--- src/rtl/stage_wb_superscalar.sv ---
// rtl/stage_wb_superscalar.sv - multi-lane writeback stage with load wait, trap kill, rd arbitration and retire count
module stage_wb_superscalar #(
  parameter int LANES = 2,
  parameter int XLEN  = 32,
  parameter int RET_W = 64
) (
  input  logic                  clk,
  input  logic                  start,
  input  logic [LANES-1:0]      valid_m,
  input  logic [LANES*5-1:0]    rd_m,
  input  logic [LANES-1:0]      regwrite_m,
  input  logic [LANES-1:0]      is_load_m,
  input  logic [LANES*3-1:0]    funct3_m,
  input  logic [LANES*2-1:0]    addr_lo_m,
  input  logic [LANES*XLEN-1:0] result_m,
  input  logic [LANES-1:0]      trap_m,
  output logic                  ready_m,
  input  logic                  mem_rvalid,
  input  logic [XLEN-1:0]       mem_rdata,
  output logic [LANES-1:0]      regwrite_w,
  output logic [LANES*5-1:0]    rd_w,
  output logic [LANES*XLEN-1:0] result_w,
  output logic                  kill_w,
  output logic                  busy_w,
  output logic [RET_W-1:0]      retire_cnt
);
  localparam int CW = $clog2(LANES + 1);

  typedef enum logic [1:0] {S_EMPTY, S_WAIT_LOAD, S_COMMIT} state_t;
  state_t r_state, w_state_nxt;

  logic [LANES-1:0]      w_alive, w_wmask, w_ld_oh;
  logic                  w_has_trap, w_has_ld, w_accept;
  logic [CW-1:0]         w_alive_cnt;
  logic [2:0]            w_ld_f3;
  logic [1:0]            w_ld_lo;
  logic [XLEN-1:0]       w_fmt;
  logic [LANES*XLEN-1:0] w_res_commit;

  // Bundle held while its load is outstanding
  logic [LANES*5-1:0]    r_rd_s;
  logic [LANES*XLEN-1:0] r_res_s;
  logic [LANES-1:0]      r_wmask_s, r_ld_oh_s;
  logic                  r_kill_s;
  logic [CW-1:0]         r_cnt_s;
  logic [2:0]            r_f3_s;
  logic [1:0]            r_lo_s;

  // Values presented during COMMIT; rd/result keep them afterwards
  logic [LANES*5-1:0]    r_rd_w;
  logic [LANES*XLEN-1:0] r_result_w;
  logic [LANES-1:0]      r_wmask_w;
  logic                  r_kill_w;
  logic [RET_W-1:0]      r_retire;

  assign w_accept = ready_m & (|valid_m);

  // Trap prefix kill, surviving-lane count and oldest surviving load lane
  always_comb begin : p_decode
    logic w_trap_seen;
    logic w_ld_seen;
    w_trap_seen = 1'b0;
    w_ld_seen   = 1'b0;
    w_alive     = '0;
    w_ld_oh     = '0;
    w_alive_cnt = '0;
    w_ld_f3     = 3'b010;
    w_ld_lo     = 2'b00;
    for (int i = 0; i < LANES; i++) begin
      w_trap_seen = w_trap_seen | (valid_m[i] & trap_m[i]);
      w_alive[i]  = valid_m[i] & ~w_trap_seen;
      if (w_alive[i] && is_load_m[i] && regwrite_m[i] && !w_ld_seen) begin
        w_ld_oh[i] = 1'b1;
        w_ld_seen  = 1'b1;
        w_ld_f3    = funct3_m[3*i +: 3];
        w_ld_lo    = addr_lo_m[2*i +: 2];
      end
      w_alive_cnt = w_alive_cnt + CW'(w_alive[i]);
    end
    w_has_trap = w_trap_seen;
    w_has_ld   = w_ld_seen;
  end

  // A surviving write is dropped when a younger survivor targets the same rd
  always_comb begin : p_wmask
    w_wmask = '0;
    for (int i = 0; i < LANES; i++) begin
      w_wmask[i] = w_alive[i] & regwrite_m[i] & (rd_m[5*i +: 5] != 5'd0);
      for (int j = i + 1; j < LANES; j++) begin
        if (w_alive[j] && regwrite_m[j] && (rd_m[5*j +: 5] == rd_m[5*i +: 5])) begin
          w_wmask[i] = 1'b0;
        end
      end
    end
  end

  // Align and extend the returned word for the staged load lane
  always_comb begin : p_format
    logic [7:0]  w_b;
    logic [15:0] w_h;
    w_b = mem_rdata[{r_lo_s, 3'b000} +: 8];
    w_h = mem_rdata[{r_lo_s[1], 4'b0000} +: 16];
    case (r_f3_s)
      3'b000:  w_fmt = {{(XLEN-8){w_b[7]}}, w_b};
      3'b001:  w_fmt = {{(XLEN-16){w_h[15]}}, w_h};
      3'b100:  w_fmt = {{(XLEN-8){1'b0}}, w_b};
      3'b101:  w_fmt = {{(XLEN-16){1'b0}}, w_h};
      default: w_fmt = mem_rdata;
    endcase
  end

  // Splice the formatted load data into the staged bundle
  always_comb begin
    w_res_commit = r_res_s;
    for (int i = 0; i < LANES; i++) begin
      if (r_ld_oh_s[i]) begin
        w_res_commit[XLEN*i +: XLEN] = w_fmt;
      end
    end
  end

  // State register
  always_ff @(posedge clk or negedge start) begin
    if (!start) r_state <= S_EMPTY;
    else        r_state <= w_state_nxt;
  end

  // Next-state: accept in EMPTY/COMMIT, leave WAIT_LOAD on load data
  always_comb begin
    w_state_nxt = r_state;
    case (r_state)
      S_WAIT_LOAD: if (mem_rvalid) w_state_nxt = S_COMMIT;
      default: begin
        if (w_accept) w_state_nxt = w_has_ld ? S_WAIT_LOAD : S_COMMIT;
        else          w_state_nxt = S_EMPTY;
      end
    endcase
  end

  // Outputs decoded from the registered state
  always_comb begin
    ready_m    = (r_state != S_WAIT_LOAD);
    busy_w     = (r_state == S_WAIT_LOAD);
    regwrite_w = (r_state == S_COMMIT) ? r_wmask_w : '0;
    kill_w     = (r_state == S_COMMIT) & r_kill_w;
  end

  // Stage every accepted bundle; only load bundles read it back
  always_ff @(posedge clk or negedge start) begin
    if (!start) begin
      r_rd_s    <= '0;
      r_res_s   <= '0;
      r_wmask_s <= '0;
      r_ld_oh_s <= '0;
      r_kill_s  <= 1'b0;
      r_cnt_s   <= '0;
      r_f3_s    <= 3'b010;
      r_lo_s    <= 2'b00;
    end else if (w_accept) begin
      r_rd_s    <= rd_m;
      r_res_s   <= result_m;
      r_wmask_s <= w_wmask;
      r_ld_oh_s <= w_ld_oh;
      r_kill_s  <= w_has_trap;
      r_cnt_s   <= w_alive_cnt;
      r_f3_s    <= w_ld_f3;
      r_lo_s    <= w_ld_lo;
    end
  end

  // Load commit registers on entry to COMMIT; retire count is visible during COMMIT
  always_ff @(posedge clk or negedge start) begin
    if (!start) begin
      r_rd_w     <= '0;
      r_result_w <= '0;
      r_wmask_w  <= '0;
      r_kill_w   <= 1'b0;
      r_retire   <= '0;
    end else if (w_accept && !w_has_ld) begin
      r_rd_w     <= rd_m;
      r_result_w <= result_m;
      r_wmask_w  <= w_wmask;
      r_kill_w   <= w_has_trap;
      r_retire   <= r_retire + RET_W'(w_alive_cnt);
    end else if ((r_state == S_WAIT_LOAD) && mem_rvalid) begin
      r_rd_w     <= r_rd_s;
      r_result_w <= w_res_commit;
      r_wmask_w  <= r_wmask_s;
      r_kill_w   <= r_kill_s;
      r_retire   <= r_retire + RET_W'(r_cnt_s);
    end
  end

  assign rd_w       = r_rd_w;
  assign result_w   = r_result_w;
  assign retire_cnt = r_retire;
endmodule
--- config.mk ---
export PLATFORM = sky130hd
export DESIGN_NAME = stage_wb_superscalar
export DESIGN_NICKNAME = d
export VERILOG_FILES = /design/src/rtl/stage_wb_superscalar.sv
export SDC_FILE = /design/constraint.sdc
export NUM_CORES = 1
export LEC_CHECK = 0
export BUFFER_PORTS_ARGS = -buffer_cell sky130_fd_sc_hd__buf_2
export CAP_MARGIN = 10
export CORE_MARGIN = 5
export CORE_UTILIZATION = 54
export CTS_CLUSTER_DIAMETER = 120
export DETAILED_ROUTE_END_ITERATION = 10
export PLACE_DENSITY = 0.91
export SLEW_MARGIN = 20
export SYNTH_ARGS = -nofsm -noshare
export SYNTH_HDL_FRONTEND = slang
export SYNTH_SLANG_ARGS = --single-unit
--- constraint.sdc ---
create_clock -name clk -period 4.45 [get_ports clk]
set_input_delay 0.445 -clock clk [delete_from_list [all_inputs] [get_ports clk]]
set_output_delay 0.445 -clock clk [all_outputs]
set_load 0.1 [all_outputs]
==> implementation parameters <==
Parameter                              Value

Critical path
  Worst Setup Path Type    flop to flop
  Cells along the critical path    nor2b_1, nor3_1, nand2_2, buf_4, nand2_1, nand2_1, ha_1, fa_1, and3_1, nand3_2, nor4_1, xor2_1
  CP dominant cell by count    nand2_1
  Sort of element at the start of the critical path    flop
  Standard cell with the maximum stage delay on the critical path    nor4_1
  Worst path arrival time    around 4 ns
  Worst EP required    about 5 ns
  Critical Path Sink Type    flop
  Worst path max stage delay    roughly 0.55 ns
  Maximum fanout count along the critical path    23

Run
  Count of maximum capacitance violations    0

Timing
  Setup slack of the critical path after layout    between 0.7 and 0.8 ns
  Setup repair after global routing missed its margin    false
  Final clock skew    0.00846 ns
  Relative slew slack    0.264
  Timing-limited maximum frequency    around 270 MHz
  Final count of hold timing violations    0
  Period minus WS final    3.69 ns
  Aggregate negative setup slack    0 ns
  Finish-stage setup viols    0
  Period utilization    0.830
  Max-slew violation count    0
  Measured slew at the worst slew-check pin    1.10 ns

Synthesis
  Fraction of the mapped netlist area in simple logic gates    0.242
  Synthesized net count    1,342
  Top cell type by total area after synthesis    dfrtp_1
  Number of instances in the synthesized netlist    between 1,000 and 1,500
  Cell Area, Synth    ~11,000 µm²
  Post-synth EDFFs    0
  Sequential element share of the synthesized area    0.513
  Distinct cell type count of the synthesized netlist    56
  Warnings, synthesis    0
  Area fraction in compound gates after synthesis    0.127
  Mux contribution to synthesized area    0.0247
  Synth async-reset ratio    1.00
  Top_reg_cell synth    dfrtp_1
  Main combinational cell family by area after synthesis    simple AND/OR/NAND/NOR gates
  Share of the synthesized area in the top cell type    0.511
  Post-synthesis share of cell area spent on xor and xnor gates    0.0526
  Biggest area contributors in the synthesized netlist    dfrtp_1 51%, nand2_1 11%, xor2_1 4.5%, clkbuf_1 2.5%, nor2_1 2.5%
  Flip-flop and latch count after synthesis    approximately 230
  Post-Synthesis Mean Instance Area    approximately 9 µm²
  Fraction of the mapped netlist area in adder cells    0.00516

Power and ir drop
  Power per cell area    around 450 nW/µm²
  Total power after layout    between 6 and 7 mW
  Cell leakage power    a little under 7 nW
  IR drop worst, VDD    ~0.27 mV

Global routing
  Total routing resource utilization after global routing    0.285
  Number of antenna violations at the first check in global routing    11
  Maximum number of pins on one net before global-route repair    99
  Vias in the first global route    roughly 10,000
  Wire length of the first global-routing pass    ~56,000 µm
  Total overflow reported by the global router    0

Worst hold path
  Worst min-delay path category    input port to flop

Placed design
  Detailed placer's ending HPWL    about 24,000 µm
  Pre-CTS worst setup slack    approximately 0.64 ns
  Buffers added on ports    between 200 and 300
  Final weighted congestion in routability-driven placement    about 0.86

CTS
  Maximum root-to-sink buffer count    3
  Total clock buffers created by CTS    25
  Clock root buffer    clkbuf_16
  Post-CTS repair timing setup buffer count    0
  Clock latency at the later pin of the worst-skew pair    0.51 ns
  Max H-tree Level    1
  CTS tree    yes
  Clock-pin slew of the registers on the worst-case setup and hold paths    ~0.060 ns
  Clock Sink Count    approximately 230

Finish
  Flip-flop and latch area    ~5700 µm²
  Most common library cell in the layout ignoring fill and taps    nand2_1
  Ratio of cells with drive above 1 in the final layout    0.247
  Synth-to-Final Area Change    21.2%
  Number of nets in the finished design    1,568
  Commonest non-fill, non-tap cells in the layout    319 x nand2_1, 268 x buf_2, 226 x dfrtp_1
  Area of the multi-input gates    5110 µm²
  Filler instances    roughly 1,600

Routing
  Routed wire length per instance    20.0 µm
  Average vias per placed instance    just over 6
  Wire length after detailed routing    about 35,000 µm
  Total DRC errors in the routed layout    0
  First drt pass iteration count    6
  Total via count after detailed routing    approximately 11,000
  Final antenna-violating net count    0
  Count of routing violations after the opening detailed-route iteration    a little over 900

Die
  Row Count    52
  Number of I/O pins    270
  Die Footprint    about 24,000 µm²
  Height of the die    154 µm
  Starting utilization of the core area    0.550
  Die width    154 µm
  Floorplan Core Area    between 20,000 and 25,000 µm²

Status
  Outcome    completed
-- cells by family (layout without fill, tap and decap cells) --
kind of cell / Yosys count / count (layout)
and+or+nand+nor: 583 / 583
DFF: 229 / 229
AOI/OAI and AO/OA: 202 / 202
buffers and inverters: 100 / 344
xor gates and xnor gates: 67 / 67
muxes: 26 / 26
adders and majority gates: 4 / 4
other: 0 / 8
-- cell usage after synthesis (3+ instances only) --
| cell | instances |
|---|---|
| a211o_1 | 25 |
| a211oi_1 | 17 |
| a21oi_1 | 5 |
| a222oi_1 | 7 |
| a22oi_1 | 9 |
| a31oi_1 | 37 |
| and2_1 | 5 |
| and3_1 | 27 |
| buf_1 | 6 |
| buf_2 | 3 |
| clkbuf_1 | 74 |
| dfrtp_1 | 228 |
| ha_1 | 3 |
| inv_1 | 15 |
| mux2i_1 | 23 |
| nand2_1 | 321 |
| nand3_1 | 37 |
| nand4_1 | 14 |
| nor2_1 | 73 |
| nor2b_1 | 13 |
| nor3_1 | 27 |
| nor4_1 | 26 |
| nor4_2 | 4 |
| nor4_4 | 3 |
| nor4b_1 | 8 |
| o211ai_1 | 15 |
| o21ai_0 | 48 |
| o221a_2 | 7 |
| o22ai_1 | 11 |
| o32ai_1 | 14 |
| or3_1 | 10 |
| xnor2_1 | 10 |
| xor2_1 | 57 |
-- layout make-up --
| cell class | instances | share of cell area |
|---|---|---|
| multi-input combinational | 882 | 0.378 |
| clock buffer | 34 | 0.0532 |
| sequential | 229 | 0.424 |
| timing repair buffer | 284 | 0.110 |
| clock inverter | 11 | 0.00490 |
| tap | 270 | 0.0250 |
| antenna | 8 | 0.00148 |
| inverter | 15 | 0.00444 |
-- sequential cells by signal (all words and copies together), names as in the netlist, 3 cells and up --
signal and count:
rd_w 10, r_rd_s 10, r_f3_s 3, retire_cnt 64, result_w 64, r_res_s 64
-- report_power, final --
group	internal, mW	switching [mW]
registers	2.28	0.157
logic	0.328	1.34
clock network	1.13	0.847
total	3.74	2.34
-- per-stage QoR --
stage | util | cells | hold WS, ns | cell area (µm²)
after floorplan | - | 1211 | 0.149 | 11200
after global placement | 0.626 | 1679 | 0.451 | 12700
after detailed placement | 0.626 | 1679 | 0.457 | 12700
after CTS | 0.665 | 1725 | 0.124 | 13500
after global routing | 0.666 | 1732 | 0.138 | 13500
final | 0.666 | 1733 | 0.141 | 13500
-- worst paths after layout --
kind                       depth (start not counted)    startpoint        endpoint  slack [ns]
min in group asynchronous                          2         start      r_res_s[8]        0.56
min reg2reg                                        2    r_res_s[7]      r_res_s[7]        0.47
max                                               12    r_state[1]  retire_cnt[58]        0.76
min                                                3  result_m[28]     r_res_s[28]        0.14
max in group asynchronous                          3         start  retire_cnt[40]        2.87
max reg2reg                                       12    r_state[1]  retire_cnt[58]        0.76
-- layer usage --
metal  vias to the layer above  part of all wire  GRT usage
met1                      5147              0.39      0.387
met2                       601              0.48      0.455
met5                         -            0.0014          0
met4                         8             0.033     0.0950
met3                        97              0.10     0.0672
li1                       4699                 -          -
-- critical path: cells and delay by family (launching register included) --
family,cells,cell delay [ns]
XOR/XNOR,1,0.18
flip-flops,1,0.38
buffers and inverters,1,0.29
adder cells (fa/ha/maj),2,0.48
AND/OR/NAND/NOR,8,2.26
-- what timing repair did --
action | CTS | global route
resized for setup | 0 | 0
hold endpoints to repair | 24 | 0
hold buffers | 1 | 0
Power figures use the tool's default switching activity.
